$ cat src/rtl/la_clkgate_pkg.sv
// State encoding shared by the clock-gating controller and its users.
package la_clkgate_pkg;

  localparam int STATE_W = 2;

  typedef enum logic [STATE_W-1:0] {
    OFF   = 2'd0,
    WAKE  = 2'd1,
    ON    = 2'd2,
    DRAIN = 2'd3
  } state_t;

endpackage

$ cat src/rtl/la_clkgate_ctrl_if.sv
// Request/acknowledge bundle between the gated-domain requesters and the controller.
interface la_clkgate_ctrl_if #(
  parameter int N = 4
);

  logic [N-1:0] req;
  logic [N-1:0] ack;
  logic         busy;

  modport master (output req, output busy, input ack);
  modport slave  (input req, input busy, output ack);

endinterface

$ cat src/rtl/la_clkgate_timer.sv
// Loadable down-counter; holds at zero and flags done there.
module la_clkgate_timer #(
  parameter int W = 8
) (
  input  logic         clk,
  input  logic         nreset,
  input  logic         load,
  input  logic [W-1:0] load_val,
  input  logic         dec,
  output logic [W-1:0] cnt,
  output logic         done
);

  assign done = (cnt == '0);

  always_ff @(posedge clk) begin
    if (!nreset) begin
      cnt <= '0;
    end else if (load) begin
      cnt <= load_val;
    end else if (dec && !done) begin
      cnt <= cnt - 1'b1;
    end
  end

endmodule

$ cat src/rtl/la_clkgate_ctrl.sv
// Clock-gating controller: sequences en/ack for a shared gated clock domain.
// Optional macro LA_CLKGATE_CTRL_STATS_EN adds the gated_cnt statistics output.
//
// state | meaning
// OFF   | clock gated, waiting for demand
// WAKE  | en asserted, letting the gated clock settle before granting
// ON    | clock running, acks follow requests, idle time is tracked
// DRAIN | one cycle with acks withdrawn before gating
module la_clkgate_ctrl
  import la_clkgate_pkg::*;
#(
  parameter int    N    = 4,
  parameter int    IW   = 8,
  parameter int    WAKE = 2,
  parameter string PROP = "DEFAULT"
) (
  input  logic                clk,
  input  logic                nreset,
  la_clkgate_ctrl_if.slave    bus,
  input  logic [IW-1:0]       cfg_idle,
  input  logic                cfg_bypass,
  output logic                en,
  output logic [STATE_W-1:0]  state
`ifdef LA_CLKGATE_CTRL_STATS_EN
  ,
  output logic [31:0]         gated_cnt
`endif
);

  localparam logic [3:0] WAKE_LOAD = 4'(WAKE - 1);

  state_t        state_q, state_d;
  logic          demand;
  logic          en_q;
  logic [N-1:0]  ack_q, ack_d;
  logic          wake_load, wake_dec, wake_done;
  logic [3:0]    wake_cnt;
  logic          idle_load, idle_dec, idle_done;
  logic [IW-1:0] idle_rem, idle_cnt, idle_next;

  assign demand = (|bus.req) | bus.busy;

  // Idle timer runs down from all-ones, so elapsed idle time is its complement
  // and reaching zero is saturation.
  assign idle_cnt  = ~idle_rem;
  assign idle_next = idle_done ? idle_cnt : idle_cnt + 1'b1;
  assign idle_load = (state_q != ON) || demand;
  assign idle_dec  = !idle_load;

  la_clkgate_timer #(.W(4)) u_wake_tmr (
    .clk      (clk),
    .nreset   (nreset),
    .load     (wake_load),
    .load_val (WAKE_LOAD),
    .dec      (wake_dec),
    .cnt      (wake_cnt),
    .done     (wake_done)
  );

  la_clkgate_timer #(.W(IW)) u_idle_tmr (
    .clk      (clk),
    .nreset   (nreset),
    .load     (idle_load),
    .load_val ({IW{1'b1}}),
    .dec      (idle_dec),
    .cnt      (idle_rem),
    .done     (idle_done)
  );

  // The WAKE parameter shadows the imported state name, hence the qualified form.
  always_comb begin
    state_d   = state_q;
    wake_load = 1'b0;
    wake_dec  = 1'b0;
    case (state_q)
      OFF: begin
        wake_load = 1'b1;
        if (demand) state_d = la_clkgate_pkg::WAKE;
      end
      la_clkgate_pkg::WAKE: begin
        if (wake_done) state_d = ON;
        else           wake_dec = |wake_cnt;
      end
      ON: begin
        if (!demand && (cfg_idle != '0) && (idle_next >= cfg_idle)) state_d = DRAIN;
      end
      DRAIN: state_d = demand ? ON : OFF;
      default: state_d = OFF;
    endcase
  end

  always_comb begin
    ack_d = '0;
    if (cfg_bypass || (state_q == ON && state_d == ON)) ack_d = bus.req;
  end

  always_ff @(posedge clk) begin
    if (!nreset) begin
      state_q <= OFF;
      en_q    <= 1'b0;
      ack_q   <= '0;
    end else begin
      state_q <= state_d;
      en_q    <= (state_d != OFF);
      ack_q   <= ack_d;
    end
  end

  assign en      = en_q | cfg_bypass;
  assign bus.ack = (cfg_bypass || state_q == ON) ? ack_q : '0;
  assign state   = state_q;

`ifdef LA_CLKGATE_CTRL_STATS_EN
  always_ff @(posedge clk) begin
    if (!nreset)             gated_cnt <= '0;
    else if (state_q == OFF) gated_cnt <= gated_cnt + 32'd1;
  end
`endif

endmodule

$ cat src/flat_wrapper.sv
// flat-port wrapper written by rule: the top's interface ports become plain ports
module la_clkgate_ctrl_flat import la_clkgate_pkg::*;
#(
  parameter int    N    = 4,
  parameter int    IW   = 8,
  parameter int    WAKE = 2,
  parameter string PROP = "       "
)
  (clk, nreset, cfg_idle, cfg_bypass, en, state, bus_req, bus_busy, bus_ack);
  la_clkgate_ctrl_if #(.N(N)) bus_i ();
  input  logic clk;
  input  logic nreset;
  input  logic [IW-1:0] cfg_idle;
  input  logic cfg_bypass;
  output logic en;
  output logic [STATE_W-1:0] state;
  input wire logic [$bits(bus_i.req)-1:0] bus_req;
  input wire logic [$bits(bus_i.busy)-1:0] bus_busy;
  output wire logic [$bits(bus_i.ack)-1:0] bus_ack;
  assign bus_i.req = bus_req;
  assign bus_i.busy = bus_busy;
  assign bus_ack = bus_i.ack;
  la_clkgate_ctrl #(.N(N), .IW(IW), .WAKE(WAKE), .PROP(PROP)) u_core (.clk(clk), .nreset(nreset), .bus(bus_i), .cfg_idle(cfg_idle), .cfg_bypass(cfg_bypass), .en(en), .state(state));
endmodule
$ cat config.mk
export PLATFORM = sky130hd
export DESIGN_NAME = la_clkgate_ctrl_flat
export DESIGN_NICKNAME = d
export VERILOG_FILES = /design/src/rtl/la_clkgate_pkg.sv /design/src/rtl/la_clkgate_ctrl_if.sv /design/src/rtl/la_clkgate_timer.sv /design/src/rtl/la_clkgate_ctrl.sv /design/src/flat_wrapper.sv
export SDC_FILE = /design/constraint.sdc
export NUM_CORES = 1
export LEC_CHECK = 0
export CAP_MARGIN = 20
export CELL_PAD_IN_SITES_DETAIL_PLACEMENT = 0
export CELL_PAD_IN_SITES_GLOBAL_PLACEMENT = 1
export CORE_MARGIN = 1
export CORE_UTILIZATION = 40
export CTS_CLUSTER_DIAMETER = 50
export DETAILED_ROUTE_END_ITERATION = 8
export PLACE_DENSITY = 0.92
export SLEW_MARGIN = 15
export SYNTH_ARGS = -nofsm -noshare
export SYNTH_HDL_FRONTEND = slang
export SYNTH_SLANG_ARGS = --single-unit
export TNS_END_PERCENT = 5
$ cat constraint.sdc
create_clock -name clk -period 5.8 [get_ports clk]
set_clock_uncertainty 0.2 [all_clocks]
set_input_delay 1.16 -clock clk [delete_from_list [all_inputs] [get_ports clk]]
set_output_delay 1.16 -clock clk [all_outputs]
set_load 0.05 [all_outputs]
# After elaboration in Yosys (flattened, before gate mapping)

Cells that the tools add are included.

Register bits after elaboration: 19

Equality and inequality tests: 5
Add/sub/neg operators: 3
Mux-type cells: 14
Order comparisons: 1
Reductions and logical operators: 23
Bitwise operators: 4

Operators by type and width:

| operator                                          | count |
|---|---|
| two-way mux 8 bit                                 | 3 |
| adder 8 x 1 -> 8 bit (second input constant)      | 1 |
| greater-or-equal comparator 8 bit                 | 1 |
| logical NOT 8 bit                                 | 1 |
| two-way mux 2 bit                                 | 4 |
| inverter 8 bit                                    | 1 |
| case mux 2 bit (4 select lines)                   | 1 |
| nonzero test 8 bit                                | 1 |
| OR reduction 4 bit                                | 2 |
| subtractor 8 x 1 -> 8 bit (second input constant) | 1 |
| == test 2 bit (second input constant)             | 3 |
| nonzero test 2 bit                                | 3 |
| logical AND 1 bit                                 | 5 |
| two-way mux 1 bit                                 | 5 |
| logical NOT 1 bit                                 | 4 |
| logical NOT 4 bit                                 | 1 |
| two-way mux 4 bit                                 | 1 |
| subtractor 4 x 1 -> 4 bit (second input constant) | 1 |
| logical OR 1 bit                                  | 3 |
| == test 2 x 1 -> 1 bit (second input constant)    | 1 |
| logical NOT 2 bit                                 | 1 |
| != test 2 bit (second input constant)             | 1 |
| bitwise OR 1 bit                                  | 2 |
| AND reduction 2 bit                               | 1 |
| other kinds (2)                                   | 2 |

# Logic depth before layout (Yosys ltp)

Gate-level depths: netlist (run 1).

Depth after elaboration: 11
Depth in mapped cells: 11
Gate-level depth less buffers: 11

# Modules after synthesis

A second synthesis (run 1) with hierarchy kept.

Cells, all modules: 173
Area, all modules: 1435.1 um2

By module, submodules not included:

| module                               | times used | cells an instance | sequential area each (um2) | area each (um2) |
|---|---|---|---|---|
| la_clkgate_ctrl                      | 1          | 84                | 140.1                      | 670.6 |
| la_clkgate_timer (u_core.u_idle_tmr) | 1          | 58                | 160.2                      | 508.0 |
| la_clkgate_timer (u_core.u_wake_tmr) | 1          | 31                | 80.1                       | 256.5 |

# Least setup slack after synthesis (run 1)

No wires, ideal clock.

Kind: input to output
From: input cfg_bypass
To: output bus_ack[0]
Slack: 2.681 ns
Arrival: 1.759 ns
Cell stages on the path: 2
Path through: nand2b_1 -> and2_1

Longest elaborated chain between the ends: 2

RTL lines:

| what               | line                   | text |
|---|---|---|
| start: declaration | flat_wrapper.sv:14     | `input logic cfg_bypass;` |
| logical OR 1 bit   | la_clkgate_ctrl.sv:110 | `assign bus.ack = (cfg_bypass \|\| state_q == ON) ? ack_q : '0;` |
| two-way mux 4 bit  | la_clkgate_ctrl.sv:110 |  |
| end: declaration   | flat_wrapper.sv:19     | `output wire logic [$bits(bus_i.ack)-1:0] bus_ack;` |

No other way between the ends.

# Worst setup path in the final report (run 1)

From: input cfg_bypass
To: output bus_ack[3]

The elaborated chain is that of the path after synthesis.

==> metrics.txt, run 1 <==
Die Width=~56 um; Crit Reg-Reg Startpoint=u_core.u_idle_tmr.cnt[0]; io pins=23; Synth Net Count=~170; DR WL/cell=roughly 12 um; Post-DP Area=between 0.001 and 0.0015 mm^2; htree depth=1; Final Setup Violations=0; CP peak stage delay=around 0.80 ns; final hold vios=0; CP max-delay cell=clkdlybuf4s50_1; commonest non-fill, non-tap cell in the layout=clkdlybuf4s50_1; Leak Pwr=around 0.60 nW; Seq/Total Area, Yosys=between 30% and 40%; Tmin final=4.15 ns; detail-routed via count per cell=between 5 and 6; CTS buffer count=3; TritonCTS clock tree=done; unrepaired setup endpoints after global routing=no; Crit Path Max Fanout=8; Die Footprint=roughly 0.0031 mm^2; Fillers=~260; first-pass GRT wire length=between 4 and 5 mm; worst-margin pin slew=approximately 0.50 ns; share of cells above drive strength 1=slightly below 9%; CP bufs+invs=2; WHS Endpoint=u_core.u_wake_tmr.cnt[0]; Final Max Tran Viols=0; vias in the first global route=between 900 and 1000; CP top delay family=buffers and inverters; Ys Warns=0; Sink Count=19; cell count after synthesis=between 100 and 150; #FFs+latches synth=19; CP Launch Type=primary input; Netlist cell types=39; relative slew slack=66.4%; largest net degree at the start of global routing=12; Hold Path Cell Cnt=2; commonest register cell after synthesis=dfxtp_1; GRT Residual Overflow=0; hpwl dp=roughly 1.9 mm; WS Path Type=in2out; CTS resizes=0; Place WS=around 1.6 ns; Post-Route Setup TNS=0 ns; hold_sp=u_core.u_wake_tmr.cnt[0]; drt pass-1 iters=4; cell area after layout=between 0.001 and 0.0015 mm^2; routability congestion estimate=between 0.8 and 0.9; Worst VDD drop=267 uV; postcts setup bufs=0; Clock transition at path regs=approximately 0.11 ns; total track usage=16.0%; worst-skew pair later-pin latency=around 0.29 ns; Hold Crit Class=reg2reg; max-cap viol count=0; Worst path most repeated cell=clkdlybuf4s50_1; vias=roughly 1000; total wire length=~2.3 mm; clk root buf=clkbuf_4; core box area=0.00276 mm^2; iteration-0 DRC count of the detailed router=43; post-route DRC violation count=0; Clock Path Buffers=2; CP Capture Type=output pin; flop-to-flop setup slack=between 3 and 4 ns; setup ws final=about 1.7 ns; status=completed; Final Net Count=around 190; Reg2Reg Depth=10; Mapped Avg Cell Area=approximately 8.4 um^2; EDFF count, synth=0; P per Cell Area=roughly 280 mW/mm^2; Die Y=about 56 um; cell row count=19; n_diodes=0; antenna-violating nets left=0; IO buf count=22; Worst EP required=4.44 ns; maximum clock rate=about 0.24 GHz; crit-path cells=clkdlybuf4s50_1 -> nand2b_1 -> and2_1 -> clkdlybuf4s50_1; Initial Util=between 40% and 50%; asr flop ratio synth=0%; initial antenna violation count=0; most frequent cells in the layout=clkdlybuf4s50_1, dfxtp_1, a21oi_1; Tcrit/Tclk final=about 72%; crit path DAT=2.79 ns; CTS Hold Buffers Added=0; Syn-to-layout area delta=23.6%; mapped cell area=~0.0012 mm^2; r2r endpoint=u_core.state[0]
-- power by group --
group	total [mW]	switching [mW]	internal [mW]
sequential	0.171	0.0208	0.150
clock	0.0663	0.0407	0.0256
combinational	0.160	0.0919	0.0685
-- per-stage QoR --
step / utilization, % / instances / total power, mW / hold WS [ns]
after floorplan: - / 139 / 0.284 / 0.284
after global placement: 51.0 / 189 / 0.331 / 0.302
after detailed placement: 51.0 / 189 / 0.333 / 0.327
after CTS: 52.0 / 193 / 0.400 / 0.342
after global routing: 52.0 / 193 / 0.427 / 0.378
final: 52.0 / 193 / 0.398 / 0.340
-- layout make-up --
class / instances / area [um^2] / area share, %
clock buffer: 3 / 22.5 / 1.57
clock inverter: 1 / 5.00 / 0.349
inverter: 13 / 48.8 / 3.40
multi-input combinational: 104 / 719 / 50.1
sequential: 19 / 380 / 26.5
tap: 31 / 38.8 / 2.70
timing repair buffer: 22 / 220 / 15.3
-- routing by layer --
metal / track usage [%] / routed length [um] / vias to the layer above
li1: - / - / 541
met1: 19.6 / 1100 / 484
met2: 29.4 / 1180 / 10
met3: 2.09 / 38 / 2
met4: 4.18 / 15 / 0
met5: 0 / 0 / -
-- flip-flops by register name, indices dropped and copies added (netlist names) --
signal                 cells
u_core.ack_q               4
u_core.en_q                1
u_core.state               2
u_core.u_idle_tmr.cnt      8
u_core.u_wake_tmr.cnt      4
-- Yosys cell counts, drive strengths merged (2+ instances only) --
master,n,area share [%]
inv,13,4.2
nor2,11,3.6
and3,6,3.2
dfxtp,19,33
mux2i,2,1.7
nand2,7,2.3
o21ai,6,2.6
nand2b,3,1.6
or3b,2,1.5
nor3b,2,1.3
a211oi,2,1.7
and2,4,2.2
o21a,2,1.3
clkbuf,2,0.65
ha,10,11
nand3,4,1.7
a21oi,16,7.5
nor2b,5,2.7
nor3,4,2.6
or2,2,1.1
nor4,4,3.4
xnor2,2,1.5
-- worst register-to-register path: cells and delay by family, from the launching register on --
kind / cells / cell delay, ns
fa+ha+maj: 2 / 0.48
compound gates: 5 / 0.93
buf+inv: 1 / 0.08
flops: 1 / 0.33
simple gates: 2 / 0.41
-- worst max-delay path by stage --
stage / slack, ns / start / cells after the start / end
floorplan: 2.68 / cfg_bypass / 2 / bus_ack[0]
global placement: 1.68 / cfg_bypass / 4 / bus_ack[3]
detailed placement: 1.64 / cfg_bypass / 4 / bus_ack[1]
CTS: 1.64 / cfg_bypass / 4 / bus_ack[3]
global route: 1.57 / cfg_bypass / 4 / bus_ack[3]
finish: 1.65 / cfg_bypass / 4 / bus_ack[3]
-- kinds of logic after synthesis --
group | count (synthesis) | share of synthesized area, %
XOR/XNOR | 2 | 1.51
flip-flops | 19 | 32.8
buffers and inverters | 16 | 5.28
multiplexers | 2 | 1.72
AO/OA/AOI/OAI | 32 | 17.6
adder cells (fa/ha/maj) | 10 | 10.8
AND/OR/NAND/NOR | 58 | 30.4
Note: power is estimated with default switching activity, not from simulation.
==> run 2, diff against run 1 <==
--- a/config.mk
+++ b/config.mk
@@ -9,10 +9,10 @@
 export CELL_PAD_IN_SITES_DETAIL_PLACEMENT = 0
 export CELL_PAD_IN_SITES_GLOBAL_PLACEMENT = 1
 export CORE_MARGIN = 1
-export CORE_UTILIZATION = 40
+export CORE_UTILIZATION = 37
 export CTS_CLUSTER_DIAMETER = 50
 export DETAILED_ROUTE_END_ITERATION = 8
-export PLACE_DENSITY = 0.92
+export PLACE_DENSITY = 0.87
 export SLEW_MARGIN = 15
 export SYNTH_ARGS = -nofsm -noshare
 export SYNTH_HDL_FRONTEND = slang
==> constraint.sdc (replaced) <==
create_clock -name clk -period 4.05 [get_ports clk]
set_clock_uncertainty 0.2 [all_clocks]
set_input_delay 0.81 -clock clk [delete_from_list [all_inputs] [get_ports clk]]
set_output_delay 0.81 -clock clk [all_outputs]
set_load 0.05 [all_outputs]
==> run 2 against run 1 <==
  * Cell area did not move
  * Total power is 44% higher
  * Die area grew 7.8%
  * Sequential power grew 43%
  * Sequential cell count unchanged
  * Cell count is the same
  * First-iteration DRC count increased by 30%
  * Combinational power rose by 46%
  * Critical path depth is the same
  * Register-to-register slack worse by 1.9 ns
  * Critical path type unchanged
  * Utilization is 1.7 points lower
==> metrics.txt, run 2 (synthesized netlist as in run 1, its figures left out) <==
CTS resizes=0 (unchanged); CTS buffer count=3 (unchanged); WS Path Type=in2out; P per Cell Area=401 mW/mm^2 (+44%); unrepaired setup endpoints after global routing=no; IO buf count=22 (unchanged); vias in the first global route=1001 (+6.3%); hpwl dp=2.03 mm (+9.1%); Reg2Reg Depth=10 (unchanged); DR WL/cell=13.3 um (+9.9%); Clock Path Buffers=2 (unchanged); power consumption=0.575 mW (+44%); Sink Count=19 (unchanged); CP Capture Type=output pin; maximum clock rate=~0.29 GHz; CTS Hold Buffers Added=0 (unchanged); final hold slack=0.332 ns (-0.00753 ns); share of cells above drive strength 1=8.64% (unchanged); Worst VDD drop=340 uV (+27%); largest net degree at the start of global routing=12 (unchanged); Tmin final=between 3 and 4 ns; CP max-delay cell=clkdlybuf4s50_1; antenna-violating nets left=0 (unchanged); commonest non-fill, non-tap cell in the layout=clkdlybuf4s50_1; iteration-0 DRC count of the detailed router=56 (+30%); Die Footprint=0.00337 mm^2 (+7.8%); max-cap viol count=0 (unchanged); Leak Pwr=0.602 nW (unchanged); Die Y=58.0 um (+3.8%); status=completed; cell area after layout=0.00144 mm^2 (unchanged); Final Net Count=189 (unchanged); CP bufs+invs=2 (unchanged); vias=1015 (-2.1%); routability congestion estimate=0.833 (-7.1%); total wire length=2.56 mm (+9.9%); Crit Path Max Fanout=8 (unchanged); WHS Endpoint=u_core.u_wake_tmr.cnt[0]; relative slew slack=65.0% (-1.3 points); Post-DP Area=0.00141 mm^2 (unchanged); Final Max Tran Viols=0 (unchanged); Final Setup Violations=0 (unchanged); most frequent cells in the layout=clkdlybuf4s50_1, dfxtp_1, a21oi_1; CP peak stage delay=0.82 ns (+0.02 ns); n_diodes=0 (unchanged); Regs by FF count=u_core.u_idle_tmr.cnt (8), u_core.ack_q (4), u_core.u_wake_tmr.cnt (4); flop-to-flop setup slack=1.42 ns (-1.85 ns); core box area=0.00285 mm^2 (+3.4%); cell row count=19 (unchanged); final non-filler cell total=193 (unchanged); r2r endpoint=u_core.state[0]; worst-skew pair later-pin latency=0.30 ns (about the same); post-placement cell count=189 (unchanged); Worst EP required=3.04 ns (-1.40 ns); Syn-to-layout area delta=23.6% (unchanged); io pins=23 (unchanged); Fillers=290 (+10%); Clock transition at path regs=0.10 ns (about the same); clk root buf=clkbuf_4; Hold Crit Class=reg2reg; Hold Path Cell Cnt=2 (unchanged); Die Width=58.0 um (+3.8%); hold_sp=u_core.u_wake_tmr.cnt[0]; max FFs per register=8 (unchanged); CP top delay family=buffers and inverters; detail-routed via count per cell=5.26 (-2.1%); crit-path cells=clkdlybuf4s50_1 -> nand2b_1 -> and2_1 -> clkdlybuf4s50_1; largest register by flop count=u_core.u_idle_tmr.cnt; postcts setup bufs=0 (unchanged); crit path DAT=2.47 ns (-0.32 ns); htree depth=1 (unchanged); final hold vios=0 (unchanged); CP Launch Type=primary input; Crit Reg-Reg Startpoint=u_core.u_idle_tmr.cnt[0]; GRT Residual Overflow=0 (unchanged); Tcrit/Tclk final=between 80% and 90%; Post-Route Setup TNS=0 ns (unchanged); post-route DRC violation count=0 (unchanged); drt pass-1 iters=4 (unchanged); total track usage=16.7% (+0.71 points); TritonCTS clock tree=done; worst-margin pin slew=0.523 ns (+0.0198 ns); initial antenna violation count=0 (unchanged); first-pass GRT wire length=4.28 mm (+6.0%); Initial Util=40.7% (-1.4 points); Worst path most repeated cell=clkdlybuf4s50_1
## run 2: cell counts in the layout (fill, tap and decap cells not counted)
No cell type changed its count.
## run 2: area by class of cell
class	count	area [um^2]	area share (%)
inverters	13	48.8	3.40
clock buffers	3	22.5	1.57
flip-flops and latches	19	380	26.5
clock inverters	1	5.00	0.349
well taps	31	38.8	2.70
repair buffers	22	220	15.3
multi-input cells	104	719	50.1
## run 2: layer usage
metal / vias to the layer above / wire length [um] / track usage, %
li1: 542 / - / -
met1: 455 / 1130 / 19.7
met2: 12 / 1340 / 30.4
met3: 6 / 50 / 4.02
met4: 0 / 32 / 4.08
met5: - / 0 / 0
## run 2: report_power, final
group / switching, mW / total (mW) / internal (mW) / leakage [nW]
clock network: 0.0595 / 0.0964 / 0.0368 / 0.0177
registers: 0.0292 / 0.244 / 0.215 / 0.158
logic: 0.136 / 0.234 / 0.0981 / 0.426
total: 0.225 / 0.575 / 0.350 / 0.602
## run 2: stage by stage
step	worst slack, ns	util [%]
after floorplan	1.59	-
after global placement	0.631	49.3
after detailed placement	0.580	49.3
after CTS	0.565	50.3
after global routing	0.502	50.3
final	0.567	50.3
## run 2: how the worst max path moves through the flow
stage	start	end	slack, ns	cells past startpoint
after floorplan	u_core.state[1]	bus_ack[0]	1.59	3
after global placement	cfg_bypass	bus_ack[3]	0.63	4
after detailed placement	cfg_bypass	bus_ack[1]	0.58	4
after CTS	cfg_bypass	bus_ack[1]	0.57	4
after global routing	cfg_bypass	bus_ack[1]	0.50	4
final	cfg_bypass	bus_ack[1]	0.57	4
## run 2: tightest hold or removal path: stages (launching register included)
cell	delay [ns]
dfxtp_1	0.35
nor2_1	0.10
nor2_1	0.05
